### src/rtl/control_unit_pkg.sv
// Shared definitions for the instruction-sequencing control unit:
// opcodes, state encodings (also exposed on state_o), ALU selects and
// the instruction field positions.
package control_unit_pkg;

  typedef enum logic [3:0] {
    OP_NOOP  = 4'd0,
    OP_STORE = 4'd1,
    OP_LOAD  = 4'd2,
    OP_ADD   = 4'd3,
    OP_SUB   = 4'd4,
    OP_HALT  = 4'd5
  } opcode_e;

  // Fixed encodings; state_o reports these values directly.
  typedef enum logic [3:0] {
    S_INIT   = 4'd0,
    S_FETCH  = 4'd1,
    S_DECODE = 4'd2,
    S_NOOP   = 4'd3,
    S_LOAD_A = 4'd4,
    S_LOAD_B = 4'd5,
    S_STORE  = 4'd6,
    S_ADD    = 4'd7,
    S_SUB    = 4'd8,
    S_HALT   = 4'd9
  } state_e;

  localparam logic [2:0] ALU_PASS_A = 3'd0;
  localparam logic [2:0] ALU_ADD    = 3'd1;
  localparam logic [2:0] ALU_SUB    = 3'd2;

  // Instruction field positions.
  localparam int OP_MSB  = 15;
  localparam int OP_LSB  = 12;
  localparam int DA_MSB  = 11;  // data-memory address (LOAD/STORE)
  localparam int DA_LSB  = 4;
  localparam int RA_MSB  = 11;  // ALU operand A
  localparam int RA_LSB  = 8;
  localparam int RB_MSB  = 7;   // ALU operand B
  localparam int RB_LSB  = 4;
  localparam int RD_MSB  = 3;   // destination / store source register
  localparam int RD_LSB  = 0;

endpackage

### src/rtl/control_unit.sv
// Moore control FSM for a small load/store datapath. Outputs are decoded
// from the registered state and the current instruction word only.
//
// state  | meaning
// -------+---------------------------------------------------------
// INIT   | reset / clear program counter
// FETCH  | load IR, advance PC
// DECODE | branch on opcode, no strobes
// NOOP   | idle execute cycle (also opcodes 6-15)
// LOAD_A | present memory address, wait for synchronous read
// LOAD_B | write memory data into register file
// STORE  | write register to memory
// ADD    | Rd = Ra + Rb
// SUB    | Rd = Ra - Rb
// HALT   | stop until reset
module control_unit
  import control_unit_pkg::*;
#(
  parameter int DADDR_W = 8
) (
  input  logic               clk,
  input  logic               rst_n,
  input  logic [15:0]        IR,
  output logic               PC_clr,
  output logic               PC_up,
  output logic               IR_ld,
  output logic [DADDR_W-1:0] D_addr,
  output logic               D_wr,
  output logic               RF_s,
  output logic [3:0]         RF_W_addr,
  output logic               RF_W_en,
  output logic [3:0]         RF_Ra_addr,
  output logic [3:0]         RF_Rb_addr,
  output logic [2:0]         ALU_s0,
  output logic [3:0]         state_o
);

  state_e state;
  state_e state_nx;

  logic [3:0]         op_field;
  logic [DADDR_W-1:0] mem_addr;

  assign op_field = IR[OP_MSB:OP_LSB];
  // The address field is 8 bits; widen or narrow to the configured bus.
  assign mem_addr = DADDR_W'(IR[DA_MSB:DA_LSB]);
  assign state_o  = state;

  // State register; reset forces INIT immediately, aborting any instruction.
  always_ff @(posedge clk or negedge rst_n) begin
    if (!rst_n) state <= S_INIT;
    else        state <= state_nx;
  end

  // Next-state logic; unknown encodings recover through INIT.
  always_comb begin
    state_nx = S_INIT;
    case (state)
      S_INIT:   state_nx = S_FETCH;
      S_FETCH:  state_nx = S_DECODE;
      S_DECODE: begin
        case (op_field)
          OP_NOOP:  state_nx = S_NOOP;
          OP_STORE: state_nx = S_STORE;
          OP_LOAD:  state_nx = S_LOAD_A;
          OP_ADD:   state_nx = S_ADD;
          OP_SUB:   state_nx = S_SUB;
          OP_HALT:  state_nx = S_HALT;
          default:  state_nx = S_NOOP;
        endcase
      end
      S_NOOP:   state_nx = S_FETCH;
      S_LOAD_A: state_nx = S_LOAD_B;
      S_LOAD_B: state_nx = S_FETCH;
      S_STORE:  state_nx = S_FETCH;
      S_ADD:    state_nx = S_FETCH;
      S_SUB:    state_nx = S_FETCH;
      S_HALT:   state_nx = S_HALT;
      default:  state_nx = S_INIT;
    endcase
  end

  // Output decode; everything defaults to 0 so each state only lists what it drives.
  always_comb begin
    PC_clr     = 1'b0;
    PC_up      = 1'b0;
    IR_ld      = 1'b0;
    D_addr     = '0;
    D_wr       = 1'b0;
    RF_s       = 1'b0;
    RF_W_addr  = 4'd0;
    RF_W_en    = 1'b0;
    RF_Ra_addr = 4'd0;
    RF_Rb_addr = 4'd0;
    ALU_s0     = ALU_PASS_A;
    case (state)
      S_INIT: PC_clr = 1'b1;
      S_FETCH: begin
        IR_ld = 1'b1;
        PC_up = 1'b1;
      end
      S_LOAD_A: begin
        D_addr = mem_addr;
        RF_s   = 1'b1;
      end
      S_LOAD_B: begin
        D_addr    = mem_addr;
        RF_s      = 1'b1;
        RF_W_addr = IR[RD_MSB:RD_LSB];
        RF_W_en   = 1'b1;
      end
      S_STORE: begin
        D_addr     = mem_addr;
        RF_Ra_addr = IR[RD_MSB:RD_LSB];
        ALU_s0     = ALU_PASS_A;
        D_wr       = 1'b1;
      end
      S_ADD, S_SUB: begin
        RF_Ra_addr = IR[RA_MSB:RA_LSB];
        RF_Rb_addr = IR[RB_MSB:RB_LSB];
        RF_W_addr  = IR[RD_MSB:RD_LSB];
        RF_s       = 1'b0;
        RF_W_en    = 1'b1;
        ALU_s0     = (state == S_ADD) ? ALU_ADD : ALU_SUB;
      end
      default: ;
    endcase
  end

endmodule

### config.mk
export PLATFORM = sky130hd
export DESIGN_NAME = control_unit
export DESIGN_NICKNAME = d
export VERILOG_FILES = /design/src/rtl/control_unit_pkg.sv /design/src/rtl/control_unit.sv
export SDC_FILE = /design/constraint.sdc
export NUM_CORES = 1
export LEC_CHECK = 0
export ABC_AREA = 0
export BUFFER_PORTS_ARGS = -buffer_cell sky130_fd_sc_hd__buf_2
export CORE_UTILIZATION = 34
export CTS_CLUSTER_SIZE = 12
export DETAILED_ROUTE_END_ITERATION = 8
export HOLD_SLACK_MARGIN = 0.03
export PLACE_DENSITY = 0.75
export SYNTH_ARGS = -nofsm -noshare
export SYNTH_HDL_FRONTEND = slang
export SYNTH_SLANG_ARGS = --single-unit
### constraint.sdc
create_clock -name clk -period 1.8 [get_ports clk]
set_clock_uncertainty 0.2 [all_clocks]
set_input_delay 0.09 -clock clk [delete_from_list [all_inputs] [get_ports clk]]
set_output_delay 0.09 -clock clk [all_outputs]
set_load 0.05 [all_outputs]
==> results.json <==
{
  "status": "finished, violations left",
  "violations": "negative setup slack",
  "crit_arrival_ns": 1.69,
  "synth.distinct_cells": 31,
  "r2r_slack_ns": 0.17,
  "fill_cells": 70,
  "min_to": "RF_Ra_addr[0]",
  "synth-compound-area-share_pct": 21.9,
  "post_drt_via_cell_ratio": 5.32,
  "hpwlAfterDp_um": 1320,
  "synth_fa_ha_area_share_pct": 0,
  "initial_core_util_pct": 37.7,
  "dp.cells": 128,
  "grt_pass1_wl_um": 3080,
  "drc": 0,
  "reg2reg_depth": 5,
  "drive_above_1_share_pct": 71.0,
  "worstHoldPathCells": 3,
  "finalHoldViolations": 0,
  "largest_reg_flops": 4,
  "routed_wl_um": 2210,
  "synth_top_area_share_pct": 19.7,
  "io_buffers": 49,
  "grt_overflow_total": 0,
  "synth_top_family_by_area": "simple AND/OR/NAND/NOR gates",
  "register_area_um2": 105,
  "num_vias": 740,
  "initialDrtViolationCount": 14,
  "period_minus_slack_ns": 1.98,
  "cp_max_fo": 8,
  "synth_enable_flop_cells": 0,
  "dieArea_um2": 1660,
  "max_cap_violations": 0,
  "grt_max_degree": 12,
  "cts_tree": "done",
  "synth-xor-area-share_pct": 1.72,
  "areaGrowthSynthToFinish_pct": 131,
  "crit_path_end_kind": "output pin",
  "die_y_um": 40.7,
  "synth_area_leader_cell": "and2_1",
  "clk_pin_slew_worst_paths_ns": 0.04,
  "min_from": "IR[0]",
  "worst_slack_ns": -0.180,
  "die_w_um": 40.7,
  "cts-htree-levels": 1,
  "worstSetupPathType": "reg2out",
  "synth.area.top_cells": "and2_1 (20%), dfrtp_1 (20%), a22o_1 (6.9%)",
  "p_leak_uw": 0.000581,
  "first_global_vias": 712,
  "synth_commonest_cells": "and2_1 (16), a22o_1 (4), dfrtp_1 (4)",
  "peakVddDrop_mv": 0.914,
  "power_density_nw_per_um2": 1080,
  "ys_warn_count": 0,
  "synth-simple-area-share_pct": 45.7,
  "reg2reg_to": "state_o[2]",
  "synthMuxAreaShare_pct": 0,
  "setup_viol": 13,
  "syn_avg_cell_area_um2": 7.96,
  "finalSetupTns_ns": -2.06,
  "syn_area_um2": 509,
  "rsz0062_at_grt": "yes",
  "track_usage_pct": 28.4,
  "final-max-slew-violation-count": 0,
  "ys_ff_latch": 4,
  "synth_most_common_cell": "and2_1",
  "seq_area_frac_synth_pct": 19.7,
  "numCtsBuffers": 3,
  "nNetsFinal": 144,
  "worstSkewPairLatency_ns": 0.24,
  "yosys_most_used_dff": "dfrtp_1",
  "clockBufferDepth": 2,
  "cp.required_ns": 1.51,
  "root_buffer": "clkbuf_4",
  "period_share_pct": 110,
  "postRouteAntennaNets": 0,
  "synthArstFlopShare_pct": 100,
  "antenna_found_initial": 0,
  "syn_nets": 82,
  "antenna_cells": 0,
  "multi_input_area_um2": 463,
  "ioPinCount": 51,
  "place_congestion": 0.749,
  "synth_cells": 64,
  "stdcell_count": 139,
  "post_drt_wl_per_cell_um": 15.9,
  "crit_path_start_kind": "register",
  "hp-class": "in2out",
  "fmax_mhz": 505,
  "std_cell_rows": 13,
  "rr_startpoint": "state_o[2]",
  "dr.pass1.iters": 4,
  "cts_sinks": 4,
  "coreArea_um2": 1350
}
[layout make-up]
cell class,count,share of cell area [%]
repair buffers,63,46.5
inverters,4,1.60
clock buffers,3,1.92
multi-input cells,50,39.4
well taps,15,1.60
flip-flops and latches,4,8.95
[how the worst max path moves through the flow]
stage	start	to	slack, ns	cells after the start
after floorplan	state_o[3]	RF_Ra_addr[0]	-0.23	4
after global placement	state_o[1]	RF_Rb_addr[1]	0.02	4
after detailed placement	state_o[1]	RF_Ra_addr[0]	-0.02	4
after CTS	state_o[2]	RF_Rb_addr[2]	-0.16	4
after global routing	state_o[2]	RF_Rb_addr[0]	-0.22	4
final	state_o[2]	RF_Rb_addr[0]	-0.18	4
[placed cells by master, fill, tap and decap left out]
master,n
a211oi_1,2
a21oi_1,2
a21oi_4,1
a22o_4,4
and2_1,8
and2_4,8
and3b_1,1
and4b_2,1
buf_2,23
buf_4,11
buf_6,3
buf_8,14
clkbuf_4,9
clkinvlp_4,1
conb_1,1
dfrtp_2,4
dlygate4sd3_1,6
inv_1,2
inv_2,1
nand2_1,2
nand2b_4,2
nand3_1,2
nor2_1,1
nor3_1,1
nor3_4,1
nor3b_1,1
nor4_2,1
nor4_4,1
nor4b_1,1
nor4b_2,1
o2111ai_1,1
o21ai_0,2
o21ai_1,1
o21ai_4,1
o311a_1,1
or4b_4,1
xor2_1,1
[cells by family after synthesis]
group / Yosys count
other cells: 1
xor+xnor: 1
buf+inv: 10
compound gates: 15
flops: 4
simple gates: 33
[power breakdown]
group	switching (uW)	internal, uW	leakage, uW	total (uW)
sequential	28.4	124	0.0000452	153
clock	39.8	74.8	0.0000138	115
combinational	657	347	0.000522	1000
total	726	546	0.000581	1270
[repair_timing]
action,CTS,global route
setup buffers,0,2
gates cloned,0,0
endpoints found under the hold margin,7,0
setup endpoints to repair,23,27
gates resized for setup,46,23
pin swaps,10,4
hold buffers,6,0
[worst max-delay path, cell delays in order, from the launching register on]
cell and delay [ns]:
dfrtp_2 0.40, or4b_4 0.59, nand2b_4 0.16, and2_4 0.17, buf_8 0.14
[per-stage QoR]
stage               worst slack (ns)  area, um2  utilization [%]  total power, uW  hold slack, ns
floorplan                     -0.225        624                -              877          -0.406
global placement              0.0173        873             64.7              990          -0.305
detailed placement           -0.0210        873             64.7             1000          -0.301
CTS                           -0.161       1100             81.7             1190           0.327
global route                  -0.221       1170             87.0             1330           0.344
finish                        -0.180       1170             87.0             1270           0.331
[layer usage]
layer | vias to the layer above | track usage, % | share of wire, %
met3 | 8 | 1.09 | 5.4
met5 | - | 0 | 0
met1 | 346 | 30.5 | 34
li1 | 348 | - | -
met4 | 0 | 17.5 | 2.0
met2 | 38 | 53.6 | 59
(Power assumes the default switching activity.)
